$ cat src/rtl/char_sequencer.sv
// Scrolling character sequencer: buffers a short message and shows one character at a time,
// advancing after FRAMES_PER_CHAR vsync frames; pixel output is one register stage behind rom_data.
module char_sequencer #(
  parameter int FRAMES_PER_CHAR = 60,
  parameter int DEPTH           = 8
) (
  input  logic                     clk,
  input  logic                     reset,
  input  logic                     vsync,
  input  logic                     display_area,
  input  logic [3:0]               line,
  input  logic                     wr_en,
  input  logic [3:0]               wr_data,
  output logic                     wr_ready,
  input  logic                     clear,
  output logic [7:0]               rom_addr,
  input  logic [7:0]               rom_data,
  output logic                     pixel,
  output logic [$clog2(DEPTH)-1:0] char_index,
  output logic                     busy
);

  localparam int IDX_W = $clog2(DEPTH);
  localparam int LEN_W = IDX_W + 1;
  localparam int FC_W  = (FRAMES_PER_CHAR > 1) ? $clog2(FRAMES_PER_CHAR) : 1;

  localparam logic [LEN_W-1:0] LEN_ONE  = LEN_W'(1);
  localparam logic [LEN_W-1:0] LEN_FULL = LEN_W'(DEPTH);
  localparam logic [IDX_W-1:0] IDX_ONE  = IDX_W'(1);
  localparam logic [FC_W-1:0]  FC_ONE   = FC_W'(1);
  localparam logic [FC_W-1:0]  FC_LAST  = FC_W'(FRAMES_PER_CHAR - 1);

  typedef enum logic [1:0] {
    IDLE    = 2'd0,
    SHOW    = 2'd1,
    ADVANCE = 2'd2
  } state_t;

  state_t            state_q, state_d;
  logic [LEN_W-1:0]  msg_len_q, msg_len_d;
  logic [IDX_W-1:0]  char_index_q, char_index_d;
  logic [FC_W-1:0]   frame_cnt_q, frame_cnt_d;
  logic [2:0]        col_q, col_d;
  logic              vsync_d_q, vsync_d_d;
  logic              pixel_q, pixel_d;
  logic              busy_q, busy_d;
  logic [3:0]        msg_q [DEPTH];
  logic [3:0]        msg_d [DEPTH];

  logic              tick;
  logic              wr_acc;
  logic              last_char;

  assign wr_ready  = (msg_len_q != LEN_FULL) && !clear;
  assign wr_acc    = wr_en && wr_ready;
  assign tick      = vsync && !vsync_d_q;
  // Wrap decision always looks at the registered length, so a write landing in ADVANCE cannot extend the current pass.
  assign last_char = ({1'b0, char_index_q} == (msg_len_q - LEN_ONE));

  assign rom_addr   = (state_q == IDLE) ? 8'h00 : {msg_q[char_index_q], line};
  assign pixel      = pixel_q;
  assign busy       = busy_q;
  assign char_index = char_index_q;

  always_comb begin
    state_d      = state_q;
    msg_len_d    = msg_len_q;
    char_index_d = char_index_q;
    frame_cnt_d  = frame_cnt_q;
    msg_d        = msg_q;

    if (wr_acc) begin
      msg_d[msg_len_q[IDX_W-1:0]] = wr_data;
    end

    if (clear) begin
      state_d      = IDLE;
      msg_len_d    = '0;
      char_index_d = '0;
      frame_cnt_d  = '0;
    end else begin
      if (wr_acc) begin
        msg_len_d = msg_len_q + LEN_ONE;
      end
      case (state_q)
        IDLE: begin
          if (msg_len_q != '0) begin
            state_d      = SHOW;
            char_index_d = '0;
            frame_cnt_d  = '0;
          end
        end
        SHOW: begin
          if (tick) begin
            if (frame_cnt_q == FC_LAST) begin
              frame_cnt_d = '0;
              state_d     = ADVANCE;
            end else begin
              frame_cnt_d = frame_cnt_q + FC_ONE;
            end
          end
        end
        ADVANCE: begin
          char_index_d = last_char ? '0 : char_index_q + IDX_ONE;
          state_d      = SHOW;
        end
        default: state_d = IDLE;
      endcase
    end
  end

  always_comb begin
    vsync_d_d = vsync;
    col_d     = display_area ? col_q + 3'd1 : 3'd0;
    pixel_d   = display_area && rom_data[3'd7 - col_q] && (state_q != IDLE);
    busy_d    = (state_d != IDLE);
  end

  always_ff @(posedge clk or posedge reset) begin
    if (reset) begin
      state_q      <= IDLE;
      msg_len_q    <= '0;
      char_index_q <= '0;
      frame_cnt_q  <= '0;
      col_q        <= 3'd0;
      vsync_d_q    <= 1'b0;
      pixel_q      <= 1'b0;
      busy_q       <= 1'b0;
    end else begin
      state_q      <= state_d;
      msg_len_q    <= msg_len_d;
      char_index_q <= char_index_d;
      frame_cnt_q  <= frame_cnt_d;
      col_q        <= col_d;
      vsync_d_q    <= vsync_d_d;
      pixel_q      <= pixel_d;
      busy_q       <= busy_d;
    end
  end

  // Message storage needs no reset: entries past msg_len are never read.
  always_ff @(posedge clk) begin
    msg_q <= msg_d;
  end

endmodule
$ cat config.mk
export PLATFORM = sky130hd
export DESIGN_NAME = char_sequencer
export DESIGN_NICKNAME = d
export VERILOG_FILES = /design/src/rtl/char_sequencer.sv
export SDC_FILE = /design/constraint.sdc
export NUM_CORES = 1
export LEC_CHECK = 0
export BUFFER_PORTS_ARGS = -buffer_cell sky130_fd_sc_hd__buf_2
export CORE_UTILIZATION = 25
export CTS_BUF_LIST = sky130_fd_sc_hd__clkbuf_16
export CTS_CLUSTER_SIZE = 14
export DETAILED_ROUTE_END_ITERATION = 8
export SYNTH_ARGS = -nofsm -noshare
export SYNTH_HDL_FRONTEND = slang
export SYNTH_SLANG_ARGS = --single-unit
export TNS_END_PERCENT = 100
$ cat constraint.sdc
create_clock -name clk -period 4.75 [get_ports clk]
set_input_delay 1.425 -clock clk [delete_from_list [all_inputs] [get_ports clk]]
set_output_delay 1.425 -clock clk [all_outputs]
set_load 0.005 [all_outputs]
==> run metrics, run 1 <==
gpl congestion 0.7821; Area contributors post-synth edfxtp_1, dfrtp_1, mux4_2; CTS tree yes; design area 2927 µm²; max-cap viol count 0; Main synth FF type edfxtp_1; first-pass GRT wire length 7.700 mm; vias post-DR 1493; ys async rst share 0.3962; Die Y 101.4 µm; Comb power frac 0.103; Vias/cell 4.290; hold buffers post-CTS 0; CTS Buffer Depth 2; cell count after synthesis 181; Net Switching 0.2277 mW; Yosys reg bits 53; clk sink count 53; Hold Vio Cnt, Final 0; largest fanout on the critical path 14; status finished clean; Worst Hold Slack 481.1 ps; most frequent cells after synthesis edfxtp_1, nor2_1, dfrtp_1; Post-CTS Resized 0; synthesized area 2472 µm²; number of global-route vias before repair 1530; Die ar. 10290 µm²; Core ar. 9415 µm²; drt wl/cell 13.11 µm; CTS Root Cell clkbuf_16; dominant cell type by area after synthesis edfxtp_1; cell area after placement 2776 µm²; Syn Area/Cell 13.66 µm²; crit end category output port; drt total wl 4.562 mm; RSZ-0062 raised after global routing no; Power Total 0.9741 mW; Worst Path Arrival 2040 ps; diode count 0; element type at the critical path start input port; slew margin rel. 0.4657; Hold Crit Class register to register; clk_lat worst skew 290 ps; Sw Ratio 0.2337; H-tree depth 2; largest net degree at the start of global routing 22; GR Util met3 0.01656; Port Buffers 35; Synth top area share 0.3887; Cell variety after synth 43; first drt pass iteration count 4; actual slew at the worst max-slew pin 800.6 ps; Setup CP Type input port to output port; Tmin final 3465 ps; Setup TNS Final 0 ps; routing usage on met2 0.1711; DR iter-0 viols 123; skew final 4.574 ps; post-route ant nets 0; antenna violations before repair 0; peak supply drop 124.2 µV; layout cells sized above 1 0.2694; num ports 36; area delta synth->final 18.37%; Final Max Slew Viols 0; sequential fraction of design power 0.526; Cell Int Power 0.7464 mW; Row Count 35; fmax 288.6 MHz; fin crit share 0.7294; starting density of the core 0.2626; register area share after synthesis 0.6012; dpl hpwl 3.354 mm; power density over the cells 332.8 nW/µm²; number of nets in the layout 246; GRT Util Overall 0.09984; grt ovf 0; YS warnings 0; final setup violating endpoints 0; Clk pwr share 0.371; Post-CTS Setup Inserts 0; most instantiated library cell after synthesis edfxtp_1; Leakage 1.131 nW; total CTS buffers 5; busiest grt layer met2; met1 usage in global routing 0.1229; Worst EP required 3320 ps; Post-Syn Nets 209; DRC errors left 0; Worst-path clk slew 70 ps; die width 101.4 µm; Post-synth EDFFs 32
-- routing by layer --
metal	vias up	wire length, µm	share of wire
li1	738	-	-
met2	31	2252	0.49
met5	-	0	0
met4	0	84	0.018
met3	7	145	0.032
met1	717	2079	0.46
-- power by group through the flow --
stage / Clock [mW] / Sequential [mW] / Combinational, mW
finish: 0.361 / 0.512 / 0.101
global route: 0.393 / 0.514 / 0.115
CTS: 0.373 / 0.512 / 0.103
detailed placement: 0 / 0.522 / 0.103
global placement: 0 / 0.521 / 0.101
floorplan: 0 / 0.520 / 0.0675
-- area by class of cell --
type,instances,area [µm²]
fillers,945,6489
flip-flops and latches,53,1486
multi-input cells,117,930.9
repair buffers,35,175.2
well taps,129,161.4
clock buffers,5,125.1
clock inverters,3,25.02
inverters,6,22.52
-- registers in the layout, indices dropped and copies added (netlist names) --
name         flops
vsync_d_q        1
char_index       3
msg_len_q        4
busy             1
msg_q           32
pixel            1
state_q          2
col_q            3
frame_cnt_q      6
-- stage by stage --
step	util	std cells	worst slack, ps
3_3_place_gp	0.2949	340	1289
3_5_place_dp	0.2949	340	1288
5_1_grt	0.3108	348	1094
4_1_cts	0.3108	348	1216
6_report	0.3108	348	1286
2_1_floorplan	-	181	1668
-- worst paths after layout --
path                                     start             end  slack, ps  cells past startpoint
worst max-delay path                     clear        wr_ready       1290                      3
worst min-delay path            frame_cnt_q[4]  frame_cnt_q[4]        480                      1
worst max register to register    msg_len_q[0]        msg_q[3]       2600                      5
worst min register to register  frame_cnt_q[4]  frame_cnt_q[4]        480                      1
max in group asynchronous                reset    msg_len_q[1]       2970                      2
min in group asynchronous                reset      state_q[0]       1280                      2
-- critical path, stage by stage --
cell and delay (ps):
buf_2 180, a21oi_1 250, buf_2 170
-- cell families after synthesis --
logic type	Yosys count	share of synthesized area
multiplexers	18	0.1265
XOR/XNOR	6	0.02125
AO/OA/AOI/OAI	24	0.07288
adder cells (fa/ha/maj)	6	0.03036
AND/OR/NAND/NOR	63	0.1255
buffers and inverters	11	0.02226
flip-flops	53	0.6012
-- cells in the final DEF (no fill, tap or decap), types with 3 or more instances in the layout --
| master | n |
|---|---|
| mux4_2 | 10 |
| buf_2 | 35 |
| edfxtp_1 | 32 |
| mux2i_1 | 5 |
| inv_1 | 6 |
| xnor2_1 | 4 |
| nand2_1 | 11 |
| dfrtp_1 | 21 |
| and2_1 | 4 |
| o21ai_0 | 6 |
| ha_1 | 6 |
| o31ai_1 | 3 |
| a21oi_1 | 5 |
| nor2b_1 | 10 |
| nor2_1 | 22 |
| clkbuf_16 | 5 |
| nand3_1 | 5 |
Note: power is estimated with default switching activity, not from simulation.
==> run 2: changes to the inputs <==
clock period = 3.51 ns   (was 4.75 ns; I/O delays follow)
==> run metrics, run 2 (synthesis gave the netlist of run 1 again) <==
Leakage 1.139 nW (+0.78%); Hold Crit Start frame_cnt_q[4]; dpl hpwl 3.285 mm (-2.1%); Setup TNS Final 0 ps (unchanged); most frequent cells in the layout buf_2, edfxtp_1, nor2_1; first-pass GRT wire length 7.176 mm (-6.8%); status finished clean; clk sink count 53 (unchanged); total CTS buffers 5 (unchanged); CTS Root Cell clkbuf_16; slowest CP cell dfrtp_1; layout cells sized above 1 0.2727 (+0.003321); drt total wl 4.386 mm (-3.9%); Core ar. 9415 µm² (unchanged); vias post-DR 1511 (+1.2%); sink of the worst hold path frame_cnt_q[4]; number of nets in the layout 247 (+0.41%); flop-to-flop setup slack 1300 ps (-1300 ps); die width 101.4 µm (unchanged); power density over the cells 443.7 nW/µm² (+33%); GRT Util Overall 0.09312 (-0.006717); gpl congestion 0.7615 (-2.6%); slew margin rel. 0.4592 (-0.006491); Die Y 101.4 µm (unchanged); Crit Reg-Reg Startpoint msg_len_q[0]; Worst EP required 2460 ps (-860 ps); Hold Crit Class register to register; grt ovf 0 (unchanged); final setup violating endpoints 0 (unchanged); skew final 6.783 ps (+2.209 ps); H-tree depth 2 (unchanged); Port Buffers 35 (unchanged); CTS Buffer Depth 2 (unchanged); Worst Path Arrival 1950 ps (-90 ps); antenna violations before repair 1 (+1); CTS tree yes; Setup WS pre-CTS 771.1 ps (-516.8 ps); number of global-route vias before repair 1470 (-3.9%); area delta synth->final 18.67%; RR Endpoint msg_q[1]; Tmin final 2999 ps; max-cap viol count 0 (unchanged); final worst slack 511.2 ps (-774.3 ps); commonest non-fill, non-tap cell in the layout buf_2; fin util 0.3116 (+0.0007970); hold buffers post-CTS 0 (unchanged); clk_lat worst skew 290 ps (about the same); crit end category output port; num ports 36 (unchanged); Row Count 35 (unchanged); Setup CP Type register to output port; post-route ant nets 0 (unchanged); Post-CTS Setup Inserts 0 (unchanged); starting density of the core 0.2626 (unchanged); RSZ-0062 raised after global routing no; Final Max Slew Viols 0 (unchanged); cell area after placement 2784 µm² (+0.27%); DRC errors left 0 (unchanged); element type at the critical path start register; drt wl/cell 12.53 µm (-4.4%); largest net degree at the start of global routing 22 (unchanged); DR iter-0 viols 80 (-35%); design area 2934 µm² (+0.26%); Worst-path clk slew 70 ps (about the same); Largest Register msg_q; Post-CTS Resized 0 (unchanged); largest fanout on the critical path 8 (-6); FF-to-FF path depth 5 (unchanged); max reg flops 32 (unchanged); Die ar. 10290 µm² (unchanged); actual slew at the worst max-slew pin 810.3 ps (+9.727 ps); first drt pass iteration count 4 (unchanged); fin crit share 0.8544; Hold Vio Cnt, Final 0 (unchanged); peak supply drop 177.6 µV (+43%); crit-path max cell delay 540 ps (+290 ps); critical path, cell by cell buf_4, mux4_2, mux2i_1, nor2_1, buf_2; fmax 333.5 MHz; Vias/cell 4.317 (+0.63%); worst hold path stage count 1 (unchanged); largest registers msg_q: 32 flops, frame_cnt_q: 6 flops, msg_len_q: 4 flops
-- run 2: layout make-up --
class	instances	area, µm²
diodes	1	2.502
clock inverters	3	22.52
flip-flops and latches	53	1486
well taps	129	161.4
repair buffers	36	182.7
inverters	6	22.52
fillers	941	6481
multi-input cells	117	930.9
clock buffers	5	125.1
-- run 2: how the worst max path moves through the flow --
stage                        startpoint     endpoint  slack, ps  cells after the start
after floorplan                   clear     wr_ready       1170                      1
after global placement            clear     wr_ready        790                      3
after detailed placement  char_index[0]  rom_addr[5]        770                      5
after CTS                 char_index[0]  rom_addr[5]        460                      5
after global routing      char_index[0]  rom_addr[5]        340                      5
final                     char_index[0]  rom_addr[5]        510                      5
-- run 2: per-stage QoR --
stage | cells | hold WS [ps] | total power, mW
after floorplan | 181 | 437.6 | 0.7949
after global placement | 341 | 460.5 | 0.8424
after detailed placement | 341 | 470.3 | 0.8451
after CTS | 349 | 482.8 | 1.319
after global routing | 349 | 522.9 | 1.362
final | 350 | 486.4 | 1.302
-- run 2: power breakdown --
group	leakage (nW)	switching, mW	internal [mW]	total, mW
Clock	0.0738	0.208	0.265	0.473
Combinational	0.492	0.0730	0.0624	0.135
Sequential	0.574	0.0131	0.680	0.693
-- run 2: worst max-delay path: cells and delay by family, from the launching register on --
kind / cells / cell delay [ps]
buffers and inverters: 2 / 400
muxes: 2 / 660
DFF: 1 / 540
and+or+nand+nor: 1 / 60
-- run 2: metal layers --
layer / wire (µm) / GRT usage / up-vias
met3: 178 / 0.02139 / 7
met1: 1888 / 0.1075 / 734
li1: - / - / 742
met4: 92 / 0.05017 / 0
met5: 0 / 0 / -
met2: 2226 / 0.1606 / 28
==> run 3: changes to the inputs <==
CORE_MARGIN = 10   (was default)
==> run metrics, run 3 (synthesis gave the netlist of run 1 again) <==
largest fanout on the critical path 8 (unchanged); fmax 333.4 MHz (about the same); Worst Hold Slack 476.7 ps (-9.625 ps); drt total wl 4.996 mm (+14%); Hold Vio Cnt, Final 0 (unchanged); final worst slack 510.8 ps (-0.4050 ps); max reg flops 32 (unchanged); Leakage 1.141 nW (+0.13%); slew margin rel. 0.4495 (-0.009701); design area 2947 µm² (+0.43%); Finished Layout Cells 354 (+1.1%); FF-to-FF path depth 6 (+1); antenna violations before repair 0 (-1); largest net degree at the start of global routing 22 (unchanged); Setup WS pre-CTS 744.9 ps (-26.16 ps); hold buffers post-CTS 0 (unchanged); Crit Reg-Reg Startpoint msg_len_q[0]; drt wl/cell 14.11 µm (+13%); Worst Path Arrival 1950 ps (about the same); vias post-DR 1536 (+1.7%); Final Max Slew Viols 0 (unchanged); CTS tree yes; first drt pass iteration count 4 (unchanged); CP Capture Point rom_addr[7]; Die ar. 14270 µm² (+39%); status finished clean; dpl hpwl 3.628 mm (+10%); most frequent cells in the layout buf_2, edfxtp_1, nor2_1; Largest Register msg_q; starting density of the core 0.2553 (-0.007294); first-pass GRT wire length 8.390 mm (+17%); RSZ-0062 raised after global routing no; num ports 36 (unchanged); DR iter-0 viols 93 (+16%); peak supply drop 207.6 µV (+17%); Vias/cell 4.339 (+0.51%); Power Total 1.329 mW (+2.1%); Cell Int Power 1.014 mW (+0.63%); layout cells sized above 1 0.2760 (+0.003291); crit end category output port; Sw Ratio 0.2371 (+0.01106); Post-CTS Setup Inserts 0 (unchanged); cell area after placement 2796 µm² (+0.45%); diode count 0 (-1); RR Endpoint msg_q[23]; DRC errors left 0 (unchanged); FILL cells 971 (+3.2%); number of global-route vias before repair 1627 (+11%); Tmin final 2999 ps (+0.4050 ps); Row Count 36 (+2.9%); largest registers msg_q: 32 flops, frame_cnt_q: 6 flops, msg_len_q: 4 flops; Net Switching 0.3150 mW (+7.1%); Port Buffers 35 (unchanged); Post-CTS Resized 0 (unchanged); Worst-path clk slew 70 ps (about the same); max-cap viol count 0 (unchanged); Clk pwr share 0.372 (+0.008); power density over the cells 451.0 nW/µm² (+1.7%); Worst EP required 2460 ps (about the same); CTS Root Cell clkbuf_16; fin crit share 0.8545 (about the same); sequential fraction of design power 0.522 (-0.010); final setup violating endpoints 0 (unchanged); Comb power frac 0.106 (+0.002); skew final 5.961 ps (-0.8219 ps); area delta synth->final 19.18%; clk sink count 53 (unchanged); element type at the critical path start register; CTS Buffer Depth 2 (unchanged); Hold Crit Class register to register; GRT Util Overall 0.07365 (-0.01947); post-route ant nets 0 (unchanged); Die Y 119.4 µm (+18%); commonest non-fill, non-tap cell in the layout buf_2; cell count after placement 346 (+1.5%); fin util 0.3043 (-0.007364); gpl congestion 0.7407 (-2.7%); clk_lat worst skew 290 ps (about the same); Setup CP Type register to output port; H-tree depth 2 (unchanged); flop-to-flop setup slack 1280 ps (-20 ps); Core ar. 9684 µm² (+2.9%); die width 119.4 µm (+18%); Setup TNS Final 0 ps (unchanged); total CTS buffers 5 (unchanged); Worst Setup SP char_index[0]; number of nets in the layout 248 (+0.40%); actual slew at the worst max-slew pin 824.8 ps (+14.53 ps); grt ovf 0 (unchanged)
[run 3: changes by cell type in the layout (fill, tap and decap cells not counted)]
cell / change
clkinvlp_4: +1
clkinv_4: -2
buf_4: +1
clkinv_2: -1
diode_2: -1
inv_6: +2
[run 3: routing by layer]
metal / part of all wire / wire (µm) / GRT usage
met5: 0 / 0 / 0
met3: 0.047 / 237 / 0.02031
met2: 0.47 / 2350 / 0.1176
met4: 0.021 / 106 / 0.03394
met1: 0.46 / 2301 / 0.09047
[run 3: layout make-up]
type                       count  area [µm²]  area share
sequential                    53        1486      0.5045
multi-input combinational    117       930.9      0.3159
timing repair buffer          37       190.2     0.06454
tap                          133       166.4     0.05648
clock buffer                   5       125.1     0.04246
clock inverter                 3       25.02    0.008493
inverter                       6       22.52    0.007643
[run 3: power by group through the flow]
stage	clock network (mW)	logic [mW]	registers, mW
2_1_floorplan	0	0.0914	0.703
3_3_place_gp	0	0.141	0.706
3_5_place_dp	0	0.144	0.706
4_1_cts	0.510	0.145	0.693
5_1_grt	0.541	0.161	0.696
6_report	0.495	0.141	0.693
[run 3: critical path, cell delays in order, from the launching register on]
cell     delay (ps)
dfrtp_1         550
buf_4           250
mux4_2          510
mux2i_1         160
nor2_1           70
buf_2           120
[run 3: how the worst min path moves through the flow]
stage	cells after the start	end	start
6_report	1	frame_cnt_q[4]	frame_cnt_q[4]
5_1_grt	1	frame_cnt_q[4]	frame_cnt_q[4]
3_5_place_dp	1	frame_cnt_q[4]	frame_cnt_q[4]
2_1_floorplan	1	frame_cnt_q[4]	frame_cnt_q[4]
4_1_cts	1	frame_cnt_q[4]	frame_cnt_q[4]
3_3_place_gp	1	frame_cnt_q[4]	frame_cnt_q[4]
